## src/rtl/xnor_sweep_pkg.sv

```systemverilog
// Shared types and constants for the 3-input XNOR sweep controller.
package xnor_sweep_pkg;
  typedef logic [1:0] state_t;

  localparam state_t S_IDLE   = 2'd0;
  localparam state_t S_APPLY  = 2'd1;
  localparam state_t S_FINISH = 2'd2;

  localparam int NUM_VEC  = 8;
  localparam int NUM_IMPL = 3;
  localparam int VEC_W    = $clog2(NUM_VEC);
  localparam int ERR_W    = $clog2(NUM_VEC + 1);

  localparam logic [VEC_W-1:0] LAST_VEC = 3'd7;

  function automatic logic golden_xnor(input logic [VEC_W-1:0] v);
    return ~^v;
  endfunction
endpackage

```

## src/rtl/xnor_sweep_ctrl_if.sv

```systemverilog
// Stimulus/response and status bundle between the sweep controller and its surroundings.
interface xnor_sweep_ctrl_if;
  import xnor_sweep_pkg::*;

  logic                 start;
  logic [NUM_IMPL-1:0]  cmp_mask;
  logic [VEC_W-1:0]     vec;
  logic [NUM_IMPL-1:0]  z_in;
  logic                 busy;
  logic                 done;
  logic                 pass;
  logic [ERR_W-1:0]     err_cnt;
  logic                 first_err_valid;
  logic [VEC_W-1:0]     first_err_vec;

  modport master (
    input  start, cmp_mask, z_in,
    output vec, busy, done, pass, err_cnt, first_err_valid, first_err_vec
  );

  modport slave (
    output start, cmp_mask, z_in,
    input  vec, busy, done, pass, err_cnt, first_err_valid, first_err_vec
  );
endinterface

```

## src/rtl/xnor_sweep_ctrl_hold_timer.sv

```systemverilog
// Per-vector hold counter; expire_o marks the last cycle of a hold.
module hold_timer #(
  parameter int HOLD_CYCLES = 100,
  parameter int CNT_W       = 8
) (
  input  logic clk,
  input  logic rst,
  input  logic clear_i,
  input  logic en_i,
  output logic expire_o
);
  logic [CNT_W-1:0] cnt_q;

  always_ff @(posedge clk) begin
    if (rst || clear_i) begin
      cnt_q <= '0;
    end else if (en_i) begin
      cnt_q <= cnt_q + 1'b1;
    end
  end

  assign expire_o = (cnt_q == CNT_W'(HOLD_CYCLES - 1));
endmodule

```

## src/rtl/xnor_sweep_ctrl.sv

```systemverilog
// Walks all 8 input vectors through the three XNOR implementations and
// scores their outputs against the golden XNOR on the last cycle of each hold.
module xnor_sweep_ctrl
  import xnor_sweep_pkg::*;
#(
  parameter int HOLD_CYCLES = 100,
  parameter int CNT_W       = 8
) (
  input logic              clk,
  input logic              rst,
  xnor_sweep_ctrl_if.master bus
);
  state_t              state_q, state_d;
  logic [VEC_W-1:0]    vec_q, vec_d;
  logic [NUM_IMPL-1:0] mask_q, mask_d;
  logic [ERR_W-1:0]    err_cnt_q, err_cnt_d;
  logic                pass_q, pass_d;
  logic                fev_q, fev_d;
  logic [VEC_W-1:0]    fevec_q, fevec_d;

  logic expire;
  logic sample;
  logic expected;
  logic mismatch;
  logic accept;

  // The counter is held at zero outside APPLY so each hold starts from a clean count.
  hold_timer #(
    .HOLD_CYCLES (HOLD_CYCLES),
    .CNT_W       (CNT_W)
  ) u_hold_timer (
    .clk      (clk),
    .rst      (rst),
    .clear_i  ((state_q != S_APPLY) || expire),
    .en_i     (state_q == S_APPLY),
    .expire_o (expire)
  );

  assign accept   = (state_q == S_IDLE) && bus.start;
  assign sample   = (state_q == S_APPLY) && expire;
  assign expected = golden_xnor(vec_q);
  assign mismatch = |((bus.z_in ^ {NUM_IMPL{expected}}) & mask_q);

  always_ff @(posedge clk) begin
    if (rst) begin
      state_q <= S_IDLE;
    end else begin
      state_q <= state_d;
    end
  end

  always_comb begin
    state_d = state_q;
    case (state_q)
      S_IDLE:   if (bus.start) state_d = S_APPLY;
      S_APPLY:  if (sample && (vec_q == LAST_VEC)) state_d = S_FINISH;
      S_FINISH: state_d = S_IDLE;
      default:  state_d = S_IDLE;
    endcase
  end

  always_comb begin
    bus.busy = (state_q == S_APPLY);
    bus.done = (state_q == S_FINISH);
  end

  always_comb begin
    vec_d     = vec_q;
    mask_d    = mask_q;
    err_cnt_d = err_cnt_q;
    pass_d    = pass_q;
    fev_d     = fev_q;
    fevec_d   = fevec_q;
    if (accept) begin
      mask_d    = bus.cmp_mask;
      err_cnt_d = '0;
      pass_d    = 1'b0;
      fev_d     = 1'b0;
      fevec_d   = '0;
      vec_d     = '0;
    end
    if (sample) begin
      if (mismatch) begin
        err_cnt_d = err_cnt_q + 1'b1;
        if (!fev_q) begin
          fev_d   = 1'b1;
          fevec_d = vec_q;
        end
      end
      // pass is settled on the same edge that enters FINISH, alongside the final count.
      if (vec_q == LAST_VEC) begin
        vec_d  = '0;
        pass_d = (err_cnt_d == '0);
      end else begin
        vec_d = vec_q + 1'b1;
      end
    end
  end

  always_ff @(posedge clk) begin
    if (rst) begin
      vec_q     <= '0;
      mask_q    <= '0;
      err_cnt_q <= '0;
      pass_q    <= 1'b0;
      fev_q     <= 1'b0;
      fevec_q   <= '0;
    end else begin
      vec_q     <= vec_d;
      mask_q    <= mask_d;
      err_cnt_q <= err_cnt_d;
      pass_q    <= pass_d;
      fev_q     <= fev_d;
      fevec_q   <= fevec_d;
    end
  end

  assign bus.vec             = vec_q;
  assign bus.pass            = pass_q;
  assign bus.err_cnt         = err_cnt_q;
  assign bus.first_err_valid = fev_q;
  assign bus.first_err_vec   = fevec_q;
endmodule

```

## src/flat_wrapper.sv

```systemverilog
// flat-port wrapper written by rule: the top's interface ports become plain ports
module xnor_sweep_ctrl_flat import xnor_sweep_pkg::*;
#(
  parameter int HOLD_CYCLES = 100,
  parameter int CNT_W       = 8
)
  (clk, rst, bus_start, bus_cmp_mask, bus_z_in, bus_vec, bus_busy, bus_done, bus_pass, bus_err_cnt, bus_first_err_valid, bus_first_err_vec);
  xnor_sweep_ctrl_if bus_i ();
  input logic clk;
  input logic rst;
  input wire logic [$bits(bus_i.start)-1:0] bus_start;
  input wire logic [$bits(bus_i.cmp_mask)-1:0] bus_cmp_mask;
  input wire logic [$bits(bus_i.z_in)-1:0] bus_z_in;
  output wire logic [$bits(bus_i.vec)-1:0] bus_vec;
  output wire logic [$bits(bus_i.busy)-1:0] bus_busy;
  output wire logic [$bits(bus_i.done)-1:0] bus_done;
  output wire logic [$bits(bus_i.pass)-1:0] bus_pass;
  output wire logic [$bits(bus_i.err_cnt)-1:0] bus_err_cnt;
  output wire logic [$bits(bus_i.first_err_valid)-1:0] bus_first_err_valid;
  output wire logic [$bits(bus_i.first_err_vec)-1:0] bus_first_err_vec;
  assign bus_i.start = bus_start;
  assign bus_i.cmp_mask = bus_cmp_mask;
  assign bus_i.z_in = bus_z_in;
  assign bus_vec = bus_i.vec;
  assign bus_busy = bus_i.busy;
  assign bus_done = bus_i.done;
  assign bus_pass = bus_i.pass;
  assign bus_err_cnt = bus_i.err_cnt;
  assign bus_first_err_valid = bus_i.first_err_valid;
  assign bus_first_err_vec = bus_i.first_err_vec;
  xnor_sweep_ctrl #(.HOLD_CYCLES(HOLD_CYCLES), .CNT_W(CNT_W)) u_core (.clk(clk), .rst(rst), .bus(bus_i));
endmodule
```

## config.mk

```make
export PLATFORM = sky130hd
export DESIGN_NAME = xnor_sweep_ctrl_flat
export DESIGN_NICKNAME = d
export VERILOG_FILES = /design/src/rtl/xnor_sweep_pkg.sv /design/src/rtl/xnor_sweep_ctrl_if.sv /design/src/rtl/xnor_sweep_ctrl_hold_timer.sv /design/src/rtl/xnor_sweep_ctrl.sv /design/src/flat_wrapper.sv
export SDC_FILE = /design/constraint.sdc
export NUM_CORES = 1
export LEC_CHECK = 0
export BUFFER_PORTS_ARGS = -buffer_cell sky130_fd_sc_hd__buf_4
export CORE_MARGIN = 10
export CORE_UTILIZATION = 48
export DETAILED_ROUTE_END_ITERATION = 8
export GPL_ROUTABILITY_DRIVEN = 0
export PLACE_DENSITY = 0.75
export SYNTH_ARGS = -nofsm -noshare
export SYNTH_HDL_FRONTEND = slang
export SYNTH_SLANG_ARGS = --single-unit
```

## constraint.sdc

```tcl
create_clock -name clk -period 2 [get_ports clk]
set_clock_uncertainty 0.2 [all_clocks]
set_input_delay 0.4 -clock clk [delete_from_list [all_inputs] [get_ports clk]]
set_output_delay 0.4 -clock clk [all_outputs]
set_load 0.02 [all_outputs]
```

==> results.cfg, run 1 <==
[cells_and_area]
diodes = 0
drive_gt1_share_pct = 34.29
most-common-layout-cells = buf_4 (40), dfxtp_1 (21), nor2_1 (20)
area_growth_pct = 31.56
fin_util_pct = 65.44
layout_commonest_cell = buf_4
fin_nets = 189

[setup_path]
path_cells = ha_4 -> xnor3_1 -> a222oi_1 -> buf_4 -> nor2_4 -> mux2_4 -> a211oi_2
r2r_slack_ns = -0.18
crit_end = u_core.bus.err_cnt[2]
rr_endpoint = u_core.bus.err_cnt[2]
crit_slowest_cell = dfxtp_4
setup.worst_path.class = reg -> reg
r2r_cells = 7
crit_buf_inv = 1
end_kind = flip-flop
crit_cells = 7
startpoint_type = flip-flop
slowest_delay_ns = 0.37
crit_fanout = 6
crit_start = u_core.bus.vec[0]
worstPathRequired_ns = 2.05
rr_startpoint = u_core.bus.vec[0]
cp_data_arrival_time_ns = 2.23
cp_top_family = compound AO/OA/AOI/OAI gates

[sta]
setup_viol = 8
worst_slew_margin_rel_pct = 72.19
setup_ws_ns = -0.1752
final.period_utilization_pct = 108.8
fin_crit_ns = 2.175
fmax_mhz = 459.7
hold_viol_final = 0
drv_slew = 0
grt_setup_unrepaired = true
worstMarginPinSlew_ns = 0.4148

[power]
power.share.clock_pct = 26.6
powerDensity_mw_per_mm2 = 520.5
internal_power_mw = 0.6300
p_switching_mw = 0.2062
switching_share_pct = 24.66
cellLeakagePower_nw = 0.6861
irDropWorstVdd_mv = 0.5031
p_seq_share_pct = 61.1
pwr-share-comb_pct = 12.3

[die]
die_y_microns = 70.44
num_io_pins = 23
floorplan.initialDensity_pct = 49.75
core_sq_mm = 0.002455
dieArea_sq_mm = 0.004962
die_w_microns = 70.44
rows = 18

[grt]
gr-total-overflow = 0
grtUsageTotal_pct = 10.79
grt_antenna_before_repair = 0
grt_max_degree = 19
grt_pass1_wl_mm = 4.664
first_global_vias = 1074

[yosys]
ys_types = 39
synth_seq_cells = 25
synthMuxAreaShare_pct = 2.869
synth_compound_area_share_pct = 12.91
netlist_area_sq_mm = 0.001221
synth-simple-area-share_pct = 26.23
ys_warn_count = 0
synth_fa_ha_area_share_pct = 4.098
synth-xor-area-share_pct = 10.04
synth.net_count = 149
synth_top_family_by_area = simple AND/OR/NAND/NOR gates
ys_seq_area_share_pct = 40.98
syn_inst = 136
synth_area_per_cell_sq_um = 8.979

[worst_hold_path]
hold_class = in -> reg

[status]
violations = setup timing
status = complete, but fails checks

[route]
ant_nets = 0
drt_iter0_drc = 57
drc = 0
vias_per_cell = 5.332
num_vias = 1093
wl_per_cell_microns = 13.35
drt_pass1_iterations = 6
drt_wl_total_mm = 2.737

[cts]
clock-sinks = 25
cts_buffers = 3
cts_root_buf = clkbuf_4
cts_tree = built
cts_buffer_depth = 2
clk_pin_slew_worst_paths_ns = 0.14
cts_hold_buf = 0
clock_latency_ns = 0.31
h-tree-depth = 1

[placed_design]
place_hpwl_mm = 2.086
io_buffers = 22
preCtsSetupSlack_ns = -0.1597

[job]
max-cap-violations = 0
## worst min path at each step
stage                                             from                           end  slack, ns  depth (start not counted)
final                                  bus_cmp_mask[0]              u_core.mask_q[0]       0.12                          3
after global routing                   bus_cmp_mask[1]              u_core.mask_q[1]       0.12                          3
after CTS                              bus_cmp_mask[1]              u_core.mask_q[1]       0.12                          3
after detailed placement              u_core.mask_q[2]              u_core.mask_q[2]       0.26                          2
after global placement                u_core.mask_q[2]              u_core.mask_q[2]       0.25                          2
after floorplan           u_core.u_hold_timer.cnt_q[0]  u_core.u_hold_timer.cnt_q[0]       0.22                          1
## power groups by stage
| stage | Clock [mW] | Sequential, mW | Combinational, mW |
|---|---|---|---|
| global route | 0.249 | 0.513 | 0.113 |
| finish | 0.223 | 0.511 | 0.103 |
| floorplan | 0 | 0.524 | 0.0540 |
| global placement | 0 | 0.521 | 0.0987 |
| CTS | 0.230 | 0.511 | 0.102 |
| detailed placement | 0 | 0.522 | 0.101 |
## layer usage
| metal | part of all wire (%) | track usage, % |
|---|---|---|
| met3 | 4.1 | 2.401 |
| met4 | 0.47 | 3.070 |
| met5 | 0 | 0 |
| met2 | 49 | 18.46 |
| met1 | 47 | 13.01 |
## state kept, by name (all words and copies together), names as in the netlist
name / flops
u_core.u_hold_timer.cnt_q: 8
u_core.bus.err_cnt: 4
u_core.bus.first_err_vec: 3
u_core.bus.vec: 3
u_core.mask_q: 3
u_core.state_q: 2
u_core.bus.first_err_valid: 1
u_core.bus.pass: 1
## cell families (layout without fill, tap and decap cells)
logic type / Yosys count / in the layout
simple gates: 62 / 62
flops: 25 / 25
compound gates: 25 / 25
mux: 3 / 3
fa+ha+maj: 4 / 4
xor+xnor: 9 / 9
buf+inv: 8 / 47
## area by class of cell
cell class / count / area [sq um]
inverter: 3 / 11.26
multi-input combinational: 103 / 719.4
sequential: 25 / 510.5
timing repair buffer: 40 / 300.3
fill: 211 / 848.3
tap: 30 / 37.54
clock buffer: 3 / 22.52
clock inverter: 1 / 5.005
## stage by stage
stage	cell area (sq um)	hold slack (ns)	power [mW]	std cells	TNS (ns)
4_1_cts	1593	0.1198	0.8429	205	-1.149
3_3_place_gp	1562	0.2526	0.6200	201	-0.7426
6_report	1607	0.1215	0.8362	205	-0.8288
3_5_place_dp	1562	0.2567	0.6226	201	-1.002
5_1_grt	1607	0.1231	0.8736	205	-1.718
2_1_floorplan	1254	0.2176	0.5781	136	-0.3564
## timing repair
action	in CTS	in global routing
endpoints found under the setup margin	9	10
gates resized for setup	1	4
buffers inserted	0	1
pin swaps	3	1
hold endpoints to repair	0	0
## synthesized netlist by cell type
library cell	instances	area, sq um
o211ai_1	2	15.01
and2_1	1	6.260
or3_4	1	11.26
xnor3_2	2	47.55
xor2_1	3	26.28
a21o_1	1	7.510
mux2i_1	2	20.02
dfxtp_1	25	500.5
and3_1	3	18.77
a222oi_1	1	10.01
a211oi_2	1	12.51
or3b_1	1	8.760
a21oi_1	12	60.06
a211oi_1	1	7.510
xnor3_1	1	22.52
xnor2_1	3	26.28
buf_2	1	5.000
nand2_1	13	48.80
clkbuf_1	3	11.26
nor2b_1	2	12.51
nor3_1	2	10.01
a31oi_1	3	18.77
o21ai_1	1	5.000
nand3b_1	3	22.52
nand2b_1	2	12.51
nand4b_1	1	8.760
mux2_4	1	15.01
nor3b_1	3	22.52
buf_4	1	7.510
nor2_4	1	11.26
nor2_1	20	75.07
nand4_1	3	18.77
a41oi_1	1	8.760
o21ai_0	1	5.000
o31ai_1	1	7.510
nand3_1	4	20.02
ha_1	4	50.05
or3_1	2	12.51
inv_1	3	11.26
## worst register-to-register path: cells and delay by family (launching register included)
family                     cells  cell delay [ns]
AOI/OAI and AO/OA              2             0.50
DFF                            1             0.37
muxes                          1             0.29
adders and majority gates      1             0.28
buffers and inverters          1             0.23
xor gates and xnor gates       1             0.21
and+or+nand+nor                1             0.05
No activity file was read; power rests on OpenSTA's default activity.
==> run 2, diff against run 1 <==
==> constraint.sdc (replaced) <==
create_clock -name clk -period 2 [get_ports clk]
set_clock_uncertainty 0.2 [all_clocks]
set_input_delay 0.4 -clock clk [delete_from_list [all_inputs] [get_ports clk]]
set_output_delay 0.4 -clock clk [all_outputs]
set_load 0.1 [all_outputs]
==> results.cfg, run 2 (synthesis gave the netlist of run 1 again) <==
[cells_and_area]
largest_reg_flops = 8
fin_util_pct = 67.99
layout_commonest_cell = buf_4
drive_gt1_share_pct = 38.55
top_register = u_core.u_hold_timer.cnt_q
most-common-layout-cells = buf_4 (41), nor2_1 (20), dfxtp_1 (18)
fin_nets = 193
diodes = 0
area_growth_pct = 36.68
fillCellCount = 185

[setup_path]
crit_end = u_core.bus.first_err_vec[2]
cp_data_arrival_time_ns = 2.25
worstPathRequired_ns = 2.07
path_cells = ha_4 -> xnor3_1 -> a222oi_1 -> buf_4 -> nor3_1 -> buf_4 -> nand3b_1 -> a21oi_2
startpoint_type = flip-flop
cp_top_family = compound AO/OA/AOI/OAI gates
crit_cells = 8
setup.worst_path.class = reg -> reg
rr_startpoint = u_core.bus.vec[0]
r2r_slack_ns = -0.17
slowest_delay_ns = 0.38
end_kind = flip-flop
crit_buf_inv = 2
crit_fanout = 7
cp_common_cell = buf_4
r2r_cells = 8
crit_start = u_core.bus.vec[0]
crit_slowest_cell = dfxtp_4
rr_endpoint = u_core.bus.first_err_vec[2]

[job]
max-cap-violations = 0

[placed_design]
place_hpwl_mm = 2.174
io_buffers = 22

[cts]
cts_buffer_depth = 2
cts_hold_buf = 0
h-tree-depth = 1
clock-sinks = 25
cts_root_buf = clkbuf_4
cts_buffers = 3
cts_tree = built
clk_pin_slew_worst_paths_ns = 0.14
clock_latency_ns = 0.32

[sta]
hold_viol_final = 0
setup_viol = 9
hold_ws_ns = 0.1096
fmax_mhz = 460.6
drv_slew = 0
setup_ws_ns = -0.1712
grt_setup_unrepaired = true
fin_crit_ns = 2.171
final.period_utilization_pct = 108.6
worst_slew_margin_rel_pct = 81.29
worstMarginPinSlew_ns = 0.2830
tns_ns = -1.263

[power]
irDropWorstVdd_mv = 0.3973
total_power_mw = 0.8948
p_seq_share_pct = 57.1
p_switching_mw = 0.2521
pwr-share-comb_pct = 16.9
cellLeakagePower_nw = 0.7074
internal_power_mw = 0.6427
power.share.clock_pct = 26.1
powerDensity_mw_per_mm2 = 536.1
switching_share_pct = 28.18

[die]
num_io_pins = 23
floorplan.initialDensity_pct = 49.75
die_w_microns = 70.44
rows = 18
dieArea_sq_mm = 0.004962
die_y_microns = 70.44
core_sq_mm = 0.002455

[route]
drc = 0
drt_iter0_drc = 74
drt_wl_total_mm = 3.007
vias_per_cell = 5.431
wl_per_cell_microns = 14.39
ant_nets = 0
drt_pass1_iterations = 4
num_vias = 1135

[grt]
grt_antenna_before_repair = 0
grt_pass1_wl_mm = 5.009
gr-total-overflow = 0
first_global_vias = 1118
grt_max_degree = 19
grtUsageTotal_pct = 11.91

[status]
status = complete, but fails checks
violations = setup timing

[worst_hold_path]
worstHoldStart = bus_cmp_mask[1]
hold_class = in -> reg
worst_hold_path.num_cells = 3
[run 2: final cells by class]
type	count	area, sq um	area share [%]
inverter	3	15.01	0.8996
clock inverter	1	5.005	0.2999
multi-input combinational	103	721.9	43.25
timing repair buffer	44	350.3	20.99
tap	30	37.54	2.249
sequential	25	516.7	30.96
clock buffer	3	22.52	1.349
[run 2: worst register-to-register path, stage by stage, from the launching register on]
cell and delay [ns]:
dfxtp_4 0.38, ha_4 0.28, xnor3_1 0.21, a222oi_1 0.33, buf_4 0.22, nor3_1 0.06
buf_4 0.16, nand3b_1 0.17, a21oi_2 0.12
[run 2: per-stage QoR]
step           setup WS (ns)  instances  area, sq um
2_1_floorplan        -0.3192        136         1261
5_1_grt              -0.2561        209         1669
6_report             -0.1712        209         1669
3_3_place_gp         -0.1697        201         1573
3_5_place_dp         -0.1884        201         1573
4_1_cts              -0.1667        206         1623
[run 2: timing repair]
item                                    4_1_cts  5_1_grt
endpoints found under the setup margin       10       11
pin swaps                                     9        3
resized for setup                             4        7
setup buffers                                 1        3
[run 2: worst min path at each step]
stage / endpoint / slack (ns)
finish: u_core.mask_q[1] / 0.11
global route: u_core.mask_q[1] / 0.11
CTS: u_core.mask_q[1] / 0.10
detailed placement: u_core.mask_q[2] / 0.26
global placement: u_core.mask_q[2] / 0.25
floorplan: u_core.u_hold_timer.cnt_q[0] / 0.22
[run 2: power by group through the flow]
| stage | Combinational [mW] | Sequential [mW] | Clock (mW) |
|---|---|---|---|
| floorplan | 0.0656 | 0.540 | 0 |
| CTS | 0.142 | 0.510 | 0.238 |
| global route | 0.161 | 0.512 | 0.258 |
| global placement | 0.129 | 0.521 | 0 |
| detailed placement | 0.133 | 0.521 | 0 |
| finish | 0.151 | 0.511 | 0.233 |
[run 2: layer usage]
| layer | wire length (microns) | share of wire, % | GRT usage [%] | vias to the layer above |
|---|---|---|---|---|
| met5 | 0 | 0 | 0 | - |
| met4 | 48 | 1.6 | 5.482 | 0 |
| met3 | 173 | 5.8 | 2.825 | 8 |
| met2 | 1457 | 48 | 19.56 | 31 |
| met1 | 1328 | 44 | 14.15 | 529 |
| li1 | - | - | - | 567 |
